## config.mk

```make
export PLATFORM = sky130hd
export DESIGN_NAME = id_stage_pipelined
export DESIGN_NICKNAME = d
export VERILOG_FILES = /design/src/rtl/id_stage_pipelined.sv
export SDC_FILE = /design/constraint.sdc
export NUM_CORES = 2
export LEC_CHECK = 0
export ABC_AREA = 1
export CAP_MARGIN = 40
export CORE_MARGIN = 5
export CORE_UTILIZATION = 45
export CTS_BUF_LIST = sky130_fd_sc_hd__clkbuf_8
export CTS_CLUSTER_DIAMETER = 60
export CTS_CLUSTER_SIZE = 25
export DETAILED_ROUTE_END_ITERATION = 8
export SLEW_MARGIN = 25
export SYNTH_ARGS = -nofsm -noshare
export SYNTH_HDL_FRONTEND = slang
export SYNTH_SLANG_ARGS = --single-unit
```

## constraint.sdc

```tcl
create_clock -name i_clk -period 5.83 [get_ports i_clk]
set_input_delay 1.166 -clock i_clk [delete_from_list [all_inputs] [get_ports i_clk]]
set_output_delay 1.166 -clock i_clk [all_outputs]
set_load 0.1 [all_outputs]
```

## src/rtl/id_stage_pipelined.sv

```systemverilog
// MIPS-I subset decode stage: 2R/1W regfile, BEQ/BNE/J resolved in ID, hazard FSM, ID/EX latch.
// Define DU_PORT_EN to add a third, unbypassed debug read port (i_du_raddr/o_du_rdata).
module id_stage_pipelined #(
    parameter int DATA_W  = 32,
    parameter int NREGS   = 32,
    parameter int RADDR_W = $clog2(NREGS)
) (
    input  logic               i_clk,
    input  logic               i_reset,
    input  logic               i_valid,
    input  logic [31:0]        i_instr,
    input  logic [DATA_W-1:0]  i_pc_plus_4,
    input  logic               i_wb_we,
    input  logic [RADDR_W-1:0] i_wb_rd,
    input  logic [DATA_W-1:0]  i_wb_data,
    input  logic               i_exm_reg_write,
    input  logic               i_exm_memtoreg,
    input  logic [RADDR_W-1:0] i_exm_rd,
    input  logic [DATA_W-1:0]  i_exm_alu,
    output logic               o_stall,
    output logic               o_pc_src,
    output logic [DATA_W-1:0]  o_pc_target,
    output logic               o_flush_ifid,
    output logic               o_ex_valid,
    output logic [8:0]         o_ex_ctrl,
    output logic [DATA_W-1:0]  o_ex_rs_data,
    output logic [DATA_W-1:0]  o_ex_rt_data,
    output logic [DATA_W-1:0]  o_ex_imm,
    output logic [RADDR_W-1:0] o_ex_rs,
    output logic [RADDR_W-1:0] o_ex_rt,
    output logic [RADDR_W-1:0] o_ex_rd,
    output logic [5:0]         o_ex_funct,
    output logic               o_halt
`ifdef DU_PORT_EN
    ,
    input  logic [RADDR_W-1:0] i_du_raddr,
    output logic [DATA_W-1:0]  o_du_rdata
`endif
);

    localparam logic [5:0] OP_R = 6'h00, OP_LW = 6'h23, OP_SW = 6'h2B, OP_BEQ = 6'h04,
                           OP_BNE = 6'h05, OP_ADDI = 6'h08, OP_J = 6'h02, OP_HALT = 6'h3F;
    // ctrl = {reg_write, mem_read, mem_write, memtoreg, alu_src, alu_op[3:0]}
    localparam logic [8:0] C_R = 9'h102, C_LW = 9'h1B0, C_SW = 9'h050, C_BR = 9'h001, C_ADDI = 9'h110;

    localparam logic [1:0] S_RUN = 2'd0, S_STALL1 = 2'd1, S_STALL2 = 2'd2, S_HALTED = 2'd3;

    typedef struct packed {
        logic               valid;
        logic [8:0]         ctrl;
        logic [DATA_W-1:0]  rs_data;
        logic [DATA_W-1:0]  rt_data;
        logic [DATA_W-1:0]  imm;
        logic [RADDR_W-1:0] rs;
        logic [RADDR_W-1:0] rt;
        logic [RADDR_W-1:0] rd;
        logic [5:0]         funct;
    } idex_t;

    idex_t             idex_q, idex_d;
    logic [1:0]        state_q, state_d;
    logic              halt_q, halt_d;
    logic [DATA_W-1:0] rf_q [NREGS];

    logic [5:0]         op;
    logic [RADDR_W-1:0] rs, rt, rdf, dest;
    logic [DATA_W-1:0]  imm_sext, rs_rf, rt_rf, rs_br, rt_br;
    logic [8:0]         ctrl;
    logic               use_rs, use_rt, is_beq, is_bne, is_j, is_halt, is_br;
    logic               ex_ld, ex_alu_w, exm_fwd, exm_ld, hit_ex, hit_exm;
    logic               need1, need2, stall, issue, taken;

    assign op       = i_instr[31:26];
    assign rs       = i_instr[21 +: RADDR_W];
    assign rt       = i_instr[16 +: RADDR_W];
    assign rdf      = i_instr[11 +: RADDR_W];
    assign imm_sext = {{(DATA_W-16){i_instr[15]}}, i_instr[15:0]};

    always_comb begin
        ctrl    = '0;
        dest    = '0;
        use_rs  = 1'b0;
        use_rt  = 1'b0;
        is_beq  = 1'b0;
        is_bne  = 1'b0;
        is_j    = 1'b0;
        is_halt = 1'b0;
        case (op)
            OP_R:    begin ctrl = C_R;    dest = rdf; use_rs = 1'b1; use_rt = 1'b1; end
            OP_LW:   begin ctrl = C_LW;   dest = rt;  use_rs = 1'b1; end
            OP_SW:   begin ctrl = C_SW;   use_rs = 1'b1; use_rt = 1'b1; end
            OP_BEQ:  begin ctrl = C_BR;   use_rs = 1'b1; use_rt = 1'b1; is_beq = 1'b1; end
            OP_BNE:  begin ctrl = C_BR;   use_rs = 1'b1; use_rt = 1'b1; is_bne = 1'b1; end
            OP_ADDI: begin ctrl = C_ADDI; dest = rt;  use_rs = 1'b1; end
            OP_J:    is_j = 1'b1;
            OP_HALT: is_halt = 1'b1;
            default: ;
        endcase
    end

    // Write-through: a same-cycle writeback is visible to the decoding instruction.
    assign rs_rf = (rs == '0) ? '0 : (i_wb_we && i_wb_rd == rs) ? i_wb_data : rf_q[rs];
    assign rt_rf = (rt == '0) ? '0 : (i_wb_we && i_wb_rd == rt) ? i_wb_data : rf_q[rt];

    assign exm_fwd = i_exm_reg_write && !i_exm_memtoreg && i_exm_rd != '0;
    assign exm_ld  = i_exm_reg_write && i_exm_memtoreg && i_exm_rd != '0;
    assign rs_br   = (exm_fwd && i_exm_rd == rs) ? i_exm_alu : rs_rf;
    assign rt_br   = (exm_fwd && i_exm_rd == rt) ? i_exm_alu : rt_rf;

    assign ex_ld    = idex_q.ctrl[7] && idex_q.rd != '0;
    assign ex_alu_w = idex_q.ctrl[8] && !idex_q.ctrl[7] && idex_q.rd != '0;
    assign hit_ex   = (use_rs && rs == idex_q.rd) || (use_rt && rt == idex_q.rd);
    assign hit_exm  = (use_rs && rs == i_exm_rd) || (use_rt && rt == i_exm_rd);
    assign is_br    = is_beq || is_bne;

    // A branch behind an ID/EX load needs the load to reach writeback: two bubbles.
    assign need2 = is_br && ex_ld && hit_ex;
    assign need1 = (ex_ld && hit_ex) || (is_br && ex_alu_w && hit_ex) || (is_br && exm_ld && hit_exm);

    assign stall = (state_q == S_RUN && i_valid && (need1 || need2)) ||
                   state_q == S_STALL2 || state_q == S_HALTED;
    assign issue = i_valid && !stall;
    assign taken = is_j || (is_beq && rs_br == rt_br) || (is_bne && rs_br != rt_br);

    assign o_stall      = stall;
    assign o_pc_src     = issue && taken;
    assign o_flush_ifid = o_pc_src;
    assign o_pc_target  = is_j ? {i_pc_plus_4[DATA_W-1:28], i_instr[25:0], 2'b00}
                               : i_pc_plus_4 + (imm_sext << 2);

    always_comb begin
        state_d = state_q;
        case (state_q)
            S_RUN: begin
                if (i_valid && need2)        state_d = S_STALL2;
                else if (i_valid && need1)   state_d = S_STALL1;
                else if (issue && is_halt)   state_d = S_HALTED;
            end
            S_STALL2: state_d = S_STALL1;
            S_STALL1: state_d = (issue && is_halt) ? S_HALTED : S_RUN;
            default:  state_d = S_HALTED;
        endcase
    end

    // Stalled or empty cycles insert a bubble: valid/ctrl cleared, payload held.
    always_comb begin
        idex_d       = idex_q;
        idex_d.valid = 1'b0;
        idex_d.ctrl  = '0;
        if (issue) begin
            idex_d.valid   = 1'b1;
            idex_d.ctrl    = ctrl;
            idex_d.rs_data = rs_rf;
            idex_d.rt_data = rt_rf;
            idex_d.imm     = imm_sext;
            idex_d.rs      = rs;
            idex_d.rt      = rt;
            idex_d.rd      = dest;
            idex_d.funct   = i_instr[5:0];
        end
        halt_d = halt_q || (issue && is_halt);
    end

    always_ff @(posedge i_clk or negedge i_reset) begin
        if (!i_reset) begin
            idex_q  <= '0;
            state_q <= S_RUN;
            halt_q  <= 1'b0;
        end else begin
            idex_q  <= idex_d;
            state_q <= state_d;
            halt_q  <= halt_d;
        end
    end

    always_ff @(posedge i_clk or negedge i_reset) begin
        if (!i_reset) begin
            for (int i = 0; i < NREGS; i++) rf_q[i] <= '0;
        end else if (i_wb_we && i_wb_rd != '0) begin
            rf_q[i_wb_rd] <= i_wb_data;
        end
    end

`ifdef DU_PORT_EN
    assign o_du_rdata = rf_q[i_du_raddr];
`endif

    assign o_ex_valid   = idex_q.valid;
    assign o_ex_ctrl    = idex_q.ctrl;
    assign o_ex_rs_data = idex_q.rs_data;
    assign o_ex_rt_data = idex_q.rt_data;
    assign o_ex_imm     = idex_q.imm;
    assign o_ex_rs      = idex_q.rs;
    assign o_ex_rt      = idex_q.rt;
    assign o_ex_rd      = idex_q.rd;
    assign o_ex_funct   = idex_q.funct;
    assign o_halt       = halt_q;

endmodule

```

Yosys cells after proc, flatten, opt, wreduce, memory -nomap -nowiden
Index checks and enable logic that the tools add are counted.
{ "totals": {"regBits": 1138, "output_inout_bits": 163, "word_cells": 160} }
{ "classes": {"n_addsub": 1, "magnitude_cmp": 4, "n_eq_ne": 21, "muxes": 30, "bitwise": 3, "n_reduce_logical": 58} }
{ "op_table": {"columns": ["cell", "count"], "rows": [
  ["bitwise mux 1024 bit", 1],
  ["2-to-1 mux 32 bit", 12],
  ["binary-select mux 32 bit (select 5 bit)", 2],
  ["demux 32 bit (select 5 bit)", 1],
  ["2-to-1 mux 127 bit", 1],
  ["case mux 9 bit (5 select lines)", 1],
  ["equality test 5 bit", 8],
  ["logical AND 1 bit", 33],
  ["adder 32 bit", 1],
  ["equality test 32 bit", 1],
  ["inequality test 32 bit", 1],
  ["equality test 6 bit, second input constant", 3],
  ["greater-or-equal comparator 6 bit, second input constant", 3],
  ["inverter 5 -> 6 bit", 3],
  ["nonzero test 5 bit", 3],
  ["equality test 6 x 3 -> 1 bit, second input constant", 2],
  ["logical OR 1 bit", 11],
  ["zero test 5 bit", 2],
  ["case mux 5 bit (2 select lines)", 1],
  ["2-to-1 mux 2 bit", 4],
  ["equality test 6 x 2 -> 1 bit, second input constant", 1],
  ["equality test 6 x 4 -> 1 bit, second input constant", 1],
  ["zero test 6 bit", 1],
  ["< comparator 6 x 1 -> 1 bit, second input constant", 1],
  ["10 further kinds", 19]
]} }

Longest topological paths before layout
{ "logic_depth": {"ltp_word": 19, "ltp_mapped": 28, "ltp_nobuf": 24} }

Worst setup path before layout
OpenSTA, ideal clock, no wires.
{ "synth_timing": {"path_type": "in2out", "start": "in i_instr[0]", "end": "out o_pc_target[22]", "arrival_time_ns": 4.944, "required_time_ns": 4.664, "path_slack_ns": -0.280, "path_stages": 16, "cell_sequence": "ha_1 inv_1 fa_1 inv_1 nand3_1 nand2_1 a21boi_0 o21ai_0 nand2_1 nand2_1 nand3_1 nand2_1 nand2_1 nand2_1 xnor2_1 o21ai_0"} }
{ "synth_between": {"elab_chain_cells": 2} }
{ "synth_lines": {"columns": ["element", "line_no", "text"], "rows": [
  ["from (decl)", "11", "input logic [31:0] i_instr,"],
  ["adder 32 bit", "129", ": i_pc_plus_4 + (imm_sext << 2);"],
  ["2-to-1 mux 32 bit", "128", "assign o_pc_target = is_j ? {i_pc_plus_4[DATA_W-1:28], i_instr[25:0], 2'b00}"],
  ["to (decl)", "22", "output logic [DATA_W-1:0] o_pc_target,"]
]} }
Every way passes these cells.

Worst setup path in the final report
{ "layout_timing": {"start": "in i_instr[18]", "end": "out o_flush_ifid"} }
{ "layout_between": {"elab_chain_cells": 13, "elab_cells_between_ends": 37} }
{ "layout_lines": {"columns": ["element", "line_no", "text"], "rows": [
  ["parallel branches: the longest is 12 deep, another holds binary-select mux 32 bit (select 5 bit)", null, null],
  ["logical AND 1 bit (*)", "126", "assign o_pc_src = issue && taken;"],
  ["to (decl)", "23", "output logic o_flush_ifid,"]
]} }
Every way passes the cells marked *. The select of a mux whose other input is x is not followed.

==> Implementation_results.wiki <==
{| class="wikitable"
! Metric !! Value
|-
| Run status || complete, no violations
|-
| Clk_skew || 0.0791 ns
|-
| Final hold violation count || 0
|-
| Core Box Area || 149000 um^2
|-
| Final-layout setup total negative slack || 0 ns
|-
| Clock slew seen by the registers of the worst setup and hold paths || 0.11 ns
|-
| Type of origin of the critical path || input pin
|-
| NumNets Final || approximately 10000
|-
| Class of the tightest hold or removal check || input pin to async pin
|-
| Post-layout utilization of the core || 0.538
|-
| Post-synth cell types || about 50
|-
| Clock buffer depth || 3
|-
| Critical path's largest stage delay || ~0.37 ns
|-
| Number of cells produced by synthesis || roughly 10000
|-
| Synthesized cell area || roughly 68000 um^2
|-
| WL final || 299000 um
|-
| Worst Path Arrival || roughly 4.5 ns
|-
| Filler cell count in the final layout || roughly 14000
|-
| Clock sinks || roughly 1100
|-
| Static leakage || roughly 39 nW
|-
| Cell at the root of the clock tree || clkbuf_8
|-
| CTS tree || yes
|-
| Effective utilization at floorplan || 0.452
|-
| Number of flops mapped to enable cells by yosys || 0
|-
| Relative slew slack || 0.410
|-
| DIE HEIGHT || 397 um
|-
| Post_cts resized || 0
|-
| Cells along the critical path || buf_4 > inv_4 > buf_4 > buf_12 > buf_4 > nand3_1 > nand3_1 > nand2_1 > nand2_1 > nand2_1 > nand2_1 > nand2_1 > nand2_1 > nand2_1 > nand2_1 > nand2_1 > nor2_1 > nand2_1 > nor2_1 > nand3_1 > nand3_2 > nand2_1 > inv_2 > buf_12
|-
| Prevailing post-synth register cell || dfrtp_1
|-
| WL per Instance || about 24 um
|-
| Unrepaired setup endpoints after global routing || no
|-
| Routability Congestion || 0.957
|-
| Clock latency on the worst-skew pair || 0.93 ns
|-
| Drt first-iter violations || ~9300
|-
| Via total after detailed routing || 71000
|-
| Worst Path Max Fanout || 22
|-
| Max_cap viols || 0
|-
| Vias per std cell || around 5.7
|-
| Type of the setup path with the least slack || input pin to output port
|-
| Required arrival time at the worst endpoint || about 4.7 ns
|-
| Part of the cycle the worst path needs || 0.975
|-
| Cell Pwr Density || ~340 nW/um^2
|-
| Capturing element type of the critical path || output port
|-
| Flip-flop and latch count after synthesis || approximately 1100
|-
| Post-detailed-route count of antenna-violating nets || 0
|-
| GRT Total Usage || 0.368
|-
| Drt pass-1 iters || 8
|-
| Flop2flop setup slack || about 2.6 ns
|-
| Residual DRC count || 0
|-
| Cell type of the slowest stage on the worst timing path || nand2_1
|-
| Number of warning messages in the yosys log || 0
|-
| GRT overflow || 0
|-
| FFs w/ async S/R, synth || 1.00
|-
| Share of synthesized area occupied by flip-flops and latches || 0.419
|-
| Hold-fix buffers, CTS || 0
|-
| Area taken by multi-input logic gates || 32700 um^2
|-
| Maximum number of pins on one net before global-route repair || around 140
|-
| Level count of the clock H-tree || 3
|-
| Wire length of the first global-routing pass || between 400000 and 500000 um
|-
| X dimension of the die || 397 um
|-
| FMAX || around 0.18 GHz
|-
| IO buf count || a little over 300
|-
| Top-level port count || between 300 and 400
|-
| Post-layout minimum cycle time || roughly 5.7 ns
|-
| Post-CTS setup repair buffer count || 0
|-
| Final setup fails || 0
|-
| Vias in the first global route || between 60000 and 70000
|-
| Final slew viol count || 0
|-
| Area used by sequential logic in the layout || roughly 28000 um^2
|-
| Number of buffers created by CTS || 115
|-
| Peak supply drop || between 0.3 and 0.4 mV
|-
| Layout overhead on the synthesized area || 19.1%
|-
| DPL Wire Length || between 150000 and 200000 um
|-
| Critical Path Most Common Cell || nand2_1
|-
| Share of final-layout standard cells stronger than drive strength 1 || 0.0919
|-
| Initial antenna violation count || 25
|-
| Standard-cell row count || ~140
|-
| Mean cell area of the mapped netlist || roughly 6.7 um^2
|-
| Worst-Margin Slew || between 0.8 and 0.9 ns
|-
| Area of the die || between 150000 and 200000 um^2
|}
==> final timing paths <==
path,depth (start not counted),startpoint,end
setup / recovery,24,i_instr[18],o_flush_ifid
hold / removal,1,i_reset,rf_q[361]
setup reg to reg,14,o_ex_rd[3],o_ex_rt_data[17]
hold reg to reg,0,rf_q[1004],rf_q[1004]
max in group asynchronous,2,i_reset,o_ex_imm[2]
min in group i_clk,0,rf_q[1004],rf_q[1004]
==> routing by layer <==
layer	part of all wire	track usage	vias up
li1	-	-	32700
met1	0.40	0.493	33600
met2	0.44	0.560	3850
met3	0.10	0.0720	863
met4	0.066	0.205	14
met5	0.00031	0	-
==> cells in the final DEF (no fill, tap or decap), drive strengths merged, types with 2 or more instances in the layout <==
cell type,Yosys,final
nand2,3792,3792
o21ai,1336,1336
dfrtp,1129,1129
nand3,1069,1069
inv,744,782
buf,445,646
nor2,570,570
a21oi,305,305
clkdlybuf4s50,0,258
o211ai,188,188
clkbuf,382,128
clkinv,7,38
ha,29,29
nor3,22,22
diode,0,16
clkinvlp,0,16
nand4,11,11
xnor2,11,11
or2,11,11
xor2,10,10
bufinv,0,9
a31oi,8,8
nor4,5,5
o21bai,3,3
o22ai,3,3
o221ai,3,3
a21o,2,2
o21a,2,2
a221oi,2,2
a22oi,2,2
conb,1,2
==> per-stage QoR <==
step | area [um^2] | setup WS (ns) | instances | power, mW | hold WS (ns)
2_1_floorplan | 67500 | 0.120 | 10100 | 16.7 | 0.429
3_3_place_gp | 74700 | -0.0560 | 12000 | 19.6 | 0.365
3_5_place_dp | 77500 | 0.0284 | 12200 | 21.1 | 0.366
4_1_cts | 80200 | 0.0115 | 12400 | 27.2 | 0.274
5_1_grt | 80400 | 0.00343 | 12400 | 28.5 | 0.311
6_report | 80400 | 0.145 | 12400 | 27.2 | 0.301
==> flip-flops by register name, indices dropped and copies added, names as in the netlist <==
| register | count |
|---|---|
| o_ex_rt_data | 32 |
| rf_q | 1024 |
| o_ex_ctrl | 6 |
| o_ex_rs_data | 32 |
| o_ex_rt | 5 |
| o_ex_rs | 5 |
| o_ex_valid | 1 |
| state_q | 2 |
| o_halt | 1 |
| o_ex_rd | 5 |
| o_ex_imm | 16 |
==> synth_stat cells (all sizes together) (7+ instances only) <==
cell type	number	share of area
buf	445	0.036
o211ai	188	0.021
nand4	11	0.0010
nand2	3792	0.21
dfrtp	1129	0.42
xnor2	11	0.0014
nor2	570	0.032
xor2	10	0.0013
a21oi	305	0.023
or2	11	0.0010
o21ai	1336	0.099
a31oi	8	0.00074
clkbuf	382	0.021
nor3	22	0.0018
clkinv	7	0.00039
nand3	1069	0.079
inv	744	0.041
ha	29	0.0054
==> where the power goes <==
group	switching (mW)	total [mW]	internal, mW
logic	6.86	10.6	3.78
registers	1.03	10.4	9.41
clock network	3.51	6.08	2.57
==> final cells by class <==
class,count,area share
Multi-Input combinational cell,7393,0.407
Timing Repair Buffer,907,0.140
Antenna cell,16,0.000498
Sequential cell,1129,0.351
Clock buffer,125,0.0214
Inverter,751,0.0356
Clock inverter,94,0.0127
Tap cell,2016,0.0314
==> cells by family (layout without fill, tap and decap cells) <==
group           count (synthesis)  in the layout  synth area share
simple gates                 5483           5483             0.328
compound gates               1857           1857             0.146
buf+inv                      1578           1877            0.0995
flops                        1129           1129             0.419
fa+ha+maj                      30             30           0.00567
xor+xnor                       21             21           0.00272
other cells                     1             18         0.0000556
==> critical path, delay by kind of cell <==
| kind | cells | cell delay, ns |
|---|---|---|
| buffers and inverters | 7 | 1.21 |
| AND/OR/NAND/NOR | 17 | 2.04 |
Power figures use the tool's default switching activity.
